[src/rtl/alu_reg_wb.sv]
// alu_reg_wb
// ----------------------------------------------------------------------------
// Register file and writeback stage for the 8-bit datapath.
//   - Sources both ALU operands (datA_out -> inA, datB_out -> inB) and the
//     carry-in (sc_out -> sc_i).
//   - Accepts the ALU result through a one-entry writeback pipeline register.
//   - Holds the architectural carry, zero and parity flags.
//
// Build option:
//   ALU_REG_WB_BYPASS_EN - when defined, a read whose address matches the
//                          pending writeback entry returns the pending data.
//
// Parameters:
//   W  - data width (ALU datapath width)
//   PW - register address width; the file holds 2**PW registers
//
// Ports:
//   clk         clock, rising edge
//   reset       asynchronous, active-high reset
//   wr_en       capture a register write this cycle
//   wr_addr     destination register
//   wr_data     write data (ALU rslt)
//   sc_wr_en    update the carry flag
//   sc_in       new carry (ALU sc_o)
//   flag_wr_en  update the zero and parity flags
//   zero_in     ALU zero
//   pari_in     ALU pari
//   rd_addrA    read address, port A
//   rd_addrB    read address, port B
//   datA_out    port A read data (combinational)
//   datB_out    port B read data (combinational)
//   sc_out      carry flag
//   zero_flag   registered zero flag
//   pari_flag   registered parity flag
//   wb_pending  a captured write has not yet committed to the array
// ----------------------------------------------------------------------------
module alu_reg_wb #(
    parameter int unsigned W  = 8,
    parameter int unsigned PW = 3
) (
    input  logic          clk,
    input  logic          reset,
    input  logic          wr_en,
    input  logic [PW-1:0] wr_addr,
    input  logic [W-1:0]  wr_data,
    input  logic          sc_wr_en,
    input  logic          sc_in,
    input  logic          flag_wr_en,
    input  logic          zero_in,
    input  logic          pari_in,
    input  logic [PW-1:0] rd_addrA,
    input  logic [PW-1:0] rd_addrB,
    output logic [W-1:0]  datA_out,
    output logic [W-1:0]  datB_out,
    output logic          sc_out,
    output logic          zero_flag,
    output logic          pari_flag,
    output logic          wb_pending
);

    localparam int unsigned NREG = 1 << PW;

    logic [W-1:0]  regs [NREG];

    logic          wb_valid;
    logic [PW-1:0] wb_addr;
    logic [W-1:0]  wb_data;

    // Register array: only the writeback entry ever writes it, so a write
    // lands one edge after it was captured.
    always_ff @(posedge clk or posedge reset) begin
        if (reset) begin
            for (int unsigned i = 0; i < NREG; i++) begin
                regs[i] <= '0;
            end
        end else if (wb_valid) begin
            regs[wb_addr] <= wb_data;
        end
    end

    // Writeback entry. Commit above and capture here happen on the same edge,
    // so back-to-back writes flow through at one per cycle. Address and data
    // hold when nothing is captured; only the valid bit drops.
    always_ff @(posedge clk or posedge reset) begin
        if (reset) begin
            wb_valid <= 1'b0;
            wb_addr  <= '0;
            wb_data  <= '0;
        end else if (wr_en) begin
            wb_valid <= 1'b1;
            wb_addr  <= wr_addr;
            wb_data  <= wr_data;
        end else begin
            wb_valid <= 1'b0;
        end
    end

    // Flags bypass the writeback pipeline so a carry chain sees the new
    // carry on the very next instruction.
    always_ff @(posedge clk or posedge reset) begin
        if (reset) begin
            sc_out    <= 1'b0;
            zero_flag <= 1'b0;
            pari_flag <= 1'b0;
        end else begin
            if (sc_wr_en) begin
                sc_out <= sc_in;
            end
            if (flag_wr_en) begin
                zero_flag <= zero_in;
                pari_flag <= pari_in;
            end
        end
    end

    assign wb_pending = wb_valid;

    // Read ports
    always_comb begin
        datA_out = regs[rd_addrA];
        datB_out = regs[rd_addrB];
`ifdef ALU_REG_WB_BYPASS_EN
        // Forward the not-yet-committed value so a consumer can issue
        // immediately after its producer.
        if (wb_valid && (rd_addrA == wb_addr)) begin
            datA_out = wb_data;
        end
        if (wb_valid && (rd_addrB == wb_addr)) begin
            datB_out = wb_data;
        end
`endif
    end

endmodule
[config.mk]
export PLATFORM = sky130hd
export DESIGN_NAME = alu_reg_wb
export DESIGN_NICKNAME = d
export VERILOG_FILES = /design/src/rtl/alu_reg_wb.sv
export SDC_FILE = /design/constraint.sdc
export NUM_CORES = 1
export LEC_CHECK = 0
export ABC_CLOCK_PERIOD_IN_PS = 3420
export CORE_UTILIZATION = 40
export CTS_CLUSTER_SIZE = 12
export DETAILED_ROUTE_END_ITERATION = 6
export PLACE_DENSITY = 0.57
export REMOVE_ABC_BUFFERS = 1
export SLEW_MARGIN = 20
export SYNTH_ARGS = -nofsm -noshare
export SYNTH_HDL_FRONTEND = slang
export SYNTH_SLANG_ARGS = --single-unit
export TNS_END_PERCENT = 1
[constraint.sdc]
create_clock -name clk -period 3.42 [get_ports clk]
set_clock_uncertainty 0.05 [all_clocks]
set_input_delay 0.684 -clock clk [delete_from_list [all_inputs] [get_ports clk]]
set_output_delay 0.684 -clock clk [all_outputs]
set_load 0.05 [all_outputs]
==> metrics.txt, run 1 <==
worst r2r src=wb_addr[2]; met3 Use GR=2.44%; GR peak layer=met2; hold crit path type=flip-flop to flip-flop; sequential-to-total area share from yosys stat=48.4%; Post-CTS Setup Bufs=0; Fin. Hold Viols=0; Req. time, crit path=approximately 2700 ps; Mapped Area=0.00408 mm^2; Avg Synthesized Cell Area=roughly 18 um^2; RR Endpoint=regs[41]; maximum operating frequency=314 MHz; share of cells above drive strength 1=49.6%; row count=36; Synth area leader=dfrtp_1; DRT antenna net count=0; Slew Limit Fails=0; Skew-Pair Late Insertion Delay=350 ps; TritonCTS clock tree=built; Worst Max-Slew Pin Slew=814 ps; clock tree buffer depth=2; number of global-route vias before repair=2321; Switching Share=approximately 32%; core box area=between 0.009 and 0.01 mm^2; Cell Int Power=2360 uW; Tot GR Track Use=between 10% and 20%; CP startpoint kind=input port; initial antenna violation count=0; Die X=approximately 100 um; FF-to-FF path depth=2; top cell type's share of synthesized area=48.4%; Distinct cells, synth=14; endpoint type of the worst setup path=output pin; hold path depth=1; critical path fanouts, max=16; CP cell instances=clkdlybuf4s50_1 -> buf_12 -> mux4_1 -> mux2_2 -> buf_4; I/O pin cnt=between 40 and 50; Leak=0.00207 uW; Pwr Density=717 mW/mm^2; commonest non-fill, non-tap cell in the layout=mux2_2; hold_sp=sc_out; Max-slew headroom=45.6%; die area=0.0106 mm^2; Clock power frac=a little over a fifth; clk root buf=clkbuf_8; # H-tree levels=3; status=finished clean; total global routing overflow=0; Area contributors post-synth=dfrtp_1, mux2_2, mux4_1; Comb power frac=36.1%; Seq cells post-synth=79; RSZ-0062 raised after global routing=false; maximum VDD drop=between 300 and 400 uV; setup_tns=0 ps; drt pass-1 iters=4; yosys warns=0; max_cap viols=0; CTS Buf Count=9; CP max stage cell=mux4_1; fillers=873; met1 GRT Util=22.4%; commonest non-fill, non-tap cells in the layout=mux2_2, dfrtp_1, mux4_1, clkdlybuf4s50_1, buf_4; CTS Sinks=79; fin crit period=about 3200 ps; Tot Pwr=3490 uW; Resize count post-CTS=0; port buffer count=44; hold buffers post-CTS=0; critical path's largest stage delay=about 570 ps; via count=2268; M2 GR Usage=29.8%; DRT iter0 DRCs=35; Final Wtd Congestion=between 0.6 and 0.7; Net Sw Power=between 1000 and 1500 uW; Die Ht=between 100 and 150 um; final period utilization=between 90% and 100%; Layout Nets=approximately 300; routed vias/inst=5.47; P&R area growth vs syn=19.3%; clock slew at reported path FFs=about 70 ps; Arr. time, crit path=2450 ps; sequential cell fraction of total power=between 40% and 50%; largest net degree at the start of global routing=between 40 and 50; global-route wire length before repair=between 10000 and 15000 um; DR WL/cell=between 20 and 25 um; number of diodes=0; Syn Inst Count=232; WL final=about 8400 um; hpwl dp=5570 um; DRC=0; Hold Crit Endpoint=sc_out; Critical Setup Path Class=input port to output pin; Reg2Reg Setup Slack=1540 ps; Starting Density=41.6%; Final setup viols=0
[per-stage QoR]
| stage | instances | setup slack, ps | utilization [%] | cell area (um^2) | hold slack [ps] |
|---|---|---|---|---|---|
| floorplan | 214 | 663 | - | 3960 | 435 |
| global placement | 400 | 256 | 47.5 | 4660 | 441 |
| detailed placement | 400 | 227 | 47.5 | 4660 | 449 |
| CTS | 415 | 224 | 49.6 | 4870 | 468 |
| global route | 415 | 194 | 49.6 | 4870 | 480 |
| finish | 415 | 238 | 49.6 | 4870 | 458 |
[cells in the mapped netlist]
library cell   n
nand4_1        1
nand4b_1       3
mux2_2        94
buf_2          8
inv_1          1
nor4b_4        1
buf_12         2
buf_6          2
clkbuf_1       4
buf_1          2
dfrtp_1       79
nor4bb_1       3
mux4_1        30
mux4_2         2
[power by group through the flow]
stage          Combinational, uW  Sequential, uW  Clock (uW)
3_5_place_dp                1270            1500           0
4_1_cts                     1280            1480         773
6_report                    1260            1490         746
5_1_grt                     1340            1540         804
3_3_place_gp                1250            1480           0
2_1_floorplan                977            1420           0
[flip-flops by register name, indices dropped and copies added (netlist names)]
register    count
pari_flag       1
regs           64
sc_out          1
wb_addr         3
wb_data         8
wb_pending      1
zero_flag       1
[worst max-delay path: cells and delay by family]
family	cells	cell delay, ps
buf+inv	3	890
mux	2	870
[layout make-up]
class                           count  area, um^2  area share, %
Multi-Input combinational cell    134        2010           41.2
Sequential cell                    79        1980           40.6
Timing Repair Buffer               53         505           10.4
Tap cell                          133         166           3.42
Clock buffer                       11         141           2.90
Clock inverter                      4        70.1           1.44
Inverter                            1        5.00          0.103
[cells by family (layout without fill, tap and decap cells)]
kind of cell | Yosys count | after routing | share of synthesized area, %
DFF | 79 | 79 | 48.4
and+or+nand+nor | 8 | 8 | 2.11
muxes | 126 | 126 | 46.3
buffers and inverters | 19 | 69 | 3.16
[worst max-delay path by stage]
stage	startpoint	end	cells after the start
after floorplan	reset	pari_flag	1
after global placement	rd_addrA[0]	datA_out[1]	5
after detailed placement	rd_addrB[0]	datB_out[1]	5
after CTS	rd_addrB[0]	datB_out[1]	5
after global routing	rd_addrB[0]	datB_out[1]	5
final	rd_addrB[0]	datB_out[1]	5
[routing by layer]
layer / part of all wire, % / up-vias
li1: - / 1029
met3: 3.1 / 9
met1: 45 / 1185
met4: 1.8 / 0
met5: 0 / -
met2: 50 / 45
Power figures use the tool's default switching activity.
==> run 2, diff against run 1 <==
ABC_CLOCK_PERIOD_IN_PS = 2900   (was 3420)
PLACE_DENSITY = 0.59   (was 0.57)
clock period = 2.9 ns   (was 3.42 ns; I/O delays follow)
==> metrics.txt, run 2 (synthesized netlist as in run 1, its figures left out) <==
DR WL/cell=20.7 um (+3.0%); die area=0.0106 mm^2 (unchanged); max_cap viols=0 (unchanged); Reg2Reg Setup Slack=970 ps (-570 ps); final period utilization=between 90% and 100%; largest net degree at the start of global routing=34 (-23%); P&R area growth vs syn=21.5%; endpoint type of the worst setup path=output pin; clock slew at reported path FFs=80 ps (about the same); fillers=870 (-0.34%); status=finished clean; FF-to-FF path depth=3 (+1); port buffer count=44 (unchanged); WL final=8730 um (+4.5%); Skew-Pair Late Insertion Delay=350 ps (about the same); Post-CTS Setup Bufs=0 (unchanged); worst r2r src=wb_addr[0]; drt pass-1 iters=4 (unchanged); Req. time, crit path=2270 ps (-420 ps); via count=2359 (+4.0%); fin crit period=2820 ps; I/O pin cnt=45 (unchanged); routed vias/inst=5.60 (+2.5%); # H-tree levels=3 (unchanged); Max-slew headroom=48.1% (+2.5 points); number of diodes=0 (unchanged); DRT iter0 DRCs=77 (+120%); Largest Register=regs; maximum VDD drop=504 uV (+41%); Final Wtd Congestion=0.709 (+2.7%); core box area=0.00982 mm^2 (unchanged); Leak=0.00212 uW (+2.2%); critical path fanouts, max=8 (-8); hpwl dp=5680 um (+1.9%); Sequential Area=0.00198 mm^2 (unchanged); hold crit path type=input port to asynchronous set/reset pin; multi-input logic area=0.00199 mm^2 (-0.62%); RSZ-0062 raised after global routing=false; TritonCTS clock tree=built; worst setup path startpoint=rd_addrA[0]; Final setup viols=0 (unchanged); initial antenna violation count=0 (unchanged); setup_tns=0 ps (unchanged); clk root buf=clkbuf_8; hold buffers post-CTS=0 (unchanged); Tot Pwr=4190 uW (+20%); max reg flops=64 (unchanged); Starting Density=41.6% (unchanged); row count=36 (unchanged); Slew Limit Fails=0 (unchanged); Die X=103 um (unchanged); CTS Sinks=79 (unchanged); Top Registers=regs (64), wb_data (8), wb_addr (3); total global routing overflow=0 (unchanged); clock tree buffer depth=2 (unchanged); Post-Route Utilization=50.5% (+0.94 points); commonest non-fill, non-tap cells in the layout=mux2_2, dfrtp_1, mux4_1, clkdlybuf4s50_1, buf_4; CP startpoint kind=input port; Critical Setup Path Class=input port to output pin; number of global-route vias before repair=2338 (+0.73%); Worst Max-Slew Pin Slew=775 ps (-39.7 ps); commonest non-fill, non-tap cell in the layout=mux2_2; Die Ht=103 um (unchanged); CP endpoint=datA_out[0]; share of cells above drive strength 1=50.7% (+1.0 points); Pwr Density=844 mW/mm^2 (+18%); Layout Nets=308 (+1.7%); DP Cell Count=404 (+1.0%); fin cells=421 (+1.4%); global-route wire length before repair=13700 um (+5.7%); CTS Buf Count=9 (unchanged); DRC=0 (unchanged); maximum operating frequency=354 MHz; DRT antenna net count=0 (unchanged); Tot GR Track Use=18.5% (+1.0 points); Arr. time, crit path=2190 ps (-260 ps); RR Endpoint=regs[48]; Fin. Hold Viols=0 (unchanged)
-- run 2: metal layers --
layer  up-vias  global-route usage (%)  part of all wire, %
li1       1028                       -                    -
met1      1265                    26.2                   48
met2        53                    28.2                   47
met3        13                    3.12                  3.1
met4         0                    8.23                  2.6
met5         -                       0                    0
-- run 2: report_power, final --
group / internal, uW / switching [uW]
sequential: 1470 / 278
clock: 532 / 394
combinational: 828 / 686
total: 2830 / 1360
-- run 2: worst max-delay path, cell delays in order --
cell,delay [ps]
clkdlybuf4s15_1,270
bufbuf_16,320
mux4_1,550
mux2_2,280
buf_4,190
-- run 2: timing repair --
item | in CTS | in global routing
resized for setup | 5 | 1
endpoints found under the setup margin | 16 | 1
endpoints found under the hold margin | 0 | 0
pin swaps | 0 | 0
gates cloned | 1 | 0
-- run 2: stage by stage --
step | hold slack [ps] | instance area (um^2) | setup slack, ps
4_1_cts | 393 | 4960 | 37.5
3_3_place_gp | 443 | 4700 | -70.5
6_report | 399 | 4960 | 76.4
3_5_place_dp | 454 | 4700 | -62.4
2_1_floorplan | 435 | 3960 | 247
5_1_grt | 416 | 4960 | 25.1
-- run 2: worst min-delay path by stage --
stage	start	end	slack, ps	cells after the start
after floorplan	regs[32]	regs[32]	430	1
after global placement	pari_flag	pari_flag	440	1
final	reset	zero_flag	400	2
after CTS	reset	zero_flag	390	2
after global routing	reset	regs[51]	420	2
after detailed placement	regs[38]	regs[38]	450	1
-- run 2: area by class of cell --
type                            count  share of cell area, %
Clock buffer                       13                   3.20
Inverter                            1                 0.0756
Tap cell                          133                   3.35
Timing Repair Buffer               58                   12.1
Sequential cell                    79                   39.8
Multi-Input combinational cell    134                   40.2
Clock inverter                      3                   1.31
==> run 3, diff against run 2 <==
CTS_BUF_LIST = sky130_fd_sc_hd__clkbuf_16   (was default)
==> metrics.txt, run 3 (synthesized netlist as in run 1, its figures left out) <==
status=finished clean; CP delay by family, top=multiplexers; CTS Sinks=79 (unchanged); port buffer count=44 (unchanged); Final setup viols=0 (unchanged); RSZ-0062 raised after global routing=false; commonest non-fill, non-tap cells in the layout=mux2_2, dfrtp_1, mux4_1, clkdlybuf4s50_1, buf_4; total global routing overflow=0 (unchanged); setup_tns=0 ps (unchanged); Layout Nets=308 (unchanged); row count=36 (unchanged); TritonCTS clock tree=built; core box area=0.00982 mm^2 (unchanged); CP max stage cell=mux4_1; maximum VDD drop=504 uV (about the same); Critical Setup Path Class=input port to output pin; number of diodes=0 (unchanged); P&R area growth vs syn=23.5%; initial antenna violation count=0 (unchanged); routed vias/inst=5.60 (about the same); max_cap viols=0 (unchanged); Die Ht=103 um (unchanged); hold buffers post-CTS=0 (unchanged); fin crit period=2830 ps (+2.07 ps); Final Worst Setup Slack=74.4 ps (-2.07 ps); clock slew at reported path FFs=60 ps (-20 ps); DP Cell Count=404 (unchanged); I/O pin cnt=45 (unchanged); largest net degree at the start of global routing=34 (unchanged); commonest non-fill, non-tap cell in the layout=mux2_2; Pwr Density=879 mW/mm^2 (+4.1%); share of cells above drive strength 1=50.0% (-0.69 points); hpwl dp=5680 um (unchanged); Max-slew headroom=49.1% (+1.0 points); Arr. time, crit path=2200 ps (about the same); Slew Limit Fails=0 (unchanged); # H-tree levels=3 (unchanged); Die X=103 um (unchanged); hold crit path type=input port to asynchronous set/reset pin; Top Registers=regs (64), wb_data (8), wb_addr (3); final period utilization=97.4% (about the same); critical path fanouts, max=8 (unchanged); critical path's largest stage delay=550 ps (about the same); CP startpoint kind=input port; Largest Register=regs; DR WL/cell=20.8 um (+0.41%); Fin. Hold Viols=0 (unchanged); number of global-route vias before repair=2352 (+0.60%); Tot GR Track Use=18.6% (+0.16 points); Worst Max-Slew Pin Slew=760 ps (-15.0 ps); CP cell instances=clkdlybuf4s15_1 -> bufbuf_16 -> mux4_1 -> mux2_2 -> buf_4; DRT antenna net count=0 (unchanged); DRC=0 (unchanged); Leak=0.00216 uW (+2.0%); via count=2358 (-0.042%); Req. time, crit path=2270 ps (about the same); clock tree buffer depth=2 (unchanged); CTS Buf Count=9 (unchanged); dpl ws=-62.4 ps (unchanged); drt pass-1 iters=4 (unchanged); Starting Density=41.6% (unchanged); DRT iter0 DRCs=69 (-10%); endpoint type of the worst setup path=output pin; Post-CTS Setup Bufs=0 (unchanged); Skew-Pair Late Insertion Delay=330 ps (-20 ps); WL final=8770 um (+0.41%); Final Wtd Congestion=0.709 (unchanged); fin cells=421 (unchanged); global-route wire length before repair=13700 um (+0.65%); clk root buf=clkbuf_16; WP buf/inv=3 (unchanged); die area=0.0106 mm^2 (unchanged); maximum operating frequency=354 MHz (about the same); max reg flops=64 (unchanged)
==> run 3: changes by cell type in the layout (fill, tap and decap cells not counted) <==
| cell | before | now |
|---|---|---|
| clkbuf_16 | 0 | 9 |
| clkbuf_8 | 11 | 0 |
| clkbuf_1 | 2 | 0 |
| inv_1 | 0 | 2 |
| clkinv_1 | 0 | 2 |
==> run 3: final cells by class <==
cell class / instances / area (um^2)
multi-input combinational: 134 / 1990
clock inverter: 7 / 80.1
clock buffer: 9 / 225
inverter: 1 / 3.75
timing repair buffer: 58 / 599
tap: 133 / 166
fill: 862 / 4770
sequential: 79 / 1980
==> run 3: through the flow <==
step / total power, uW / hold slack (ps) / util (%) / instance area [um^2]
global route: 4670 / 452 / 51.4 / 5040
finish: 4430 / 430 / 51.4 / 5040
floorplan: 2820 / 435 / - / 3960
detailed placement: 3280 / 454 / 47.9 / 4700
CTS: 4480 / 428 / 51.4 / 5040
global placement: 3230 / 443 / 47.9 / 4700
==> run 3: final timing paths <==
path                        startpoint          end  slack [ps]  depth (start not counted)
max in group asynchronous        reset      regs[7]        1850                          3
min                              reset    zero_flag         430                          2
max reg2reg                 wb_addr[0]     regs[48]         980                          3
max                        rd_addrA[0]  datA_out[0]          70                          5
min in group clk              regs[38]     regs[38]         470                          1
min reg2reg                   regs[38]     regs[38]         470                          1
==> run 3: metal layers <==
layer | global-route usage [%] | up-vias | share of wire (%)
met5 | 0 | - | 0
met4 | 8.88 | 0 | 2.3
met3 | 2.92 | 12 | 3.0
met2 | 28.3 | 52 | 47
met1 | 26.4 | 1260 | 47
li1 | - | 1034 | -
==> run 3: power by group <==
part           switching [uW]  total (uW)  internal, uW
logic                     686        1510           828
registers                 278        1750          1470
clock network             425        1160           740
total                    1390        4430          3040
==> run 3: worst register-to-register path, stage by stage, from the launching register on <==
cell and delay (ps):
dfrtp_1 530, nor4bb_2 640, buf_4 250, mux2_2 340
==> run 3: repair_timing <==
item | CTS | global route
resized for setup | 5 | 1
endpoints found under the setup margin | 16 | 1
gates cloned | 1 | 0
pin swaps | 0 | 0
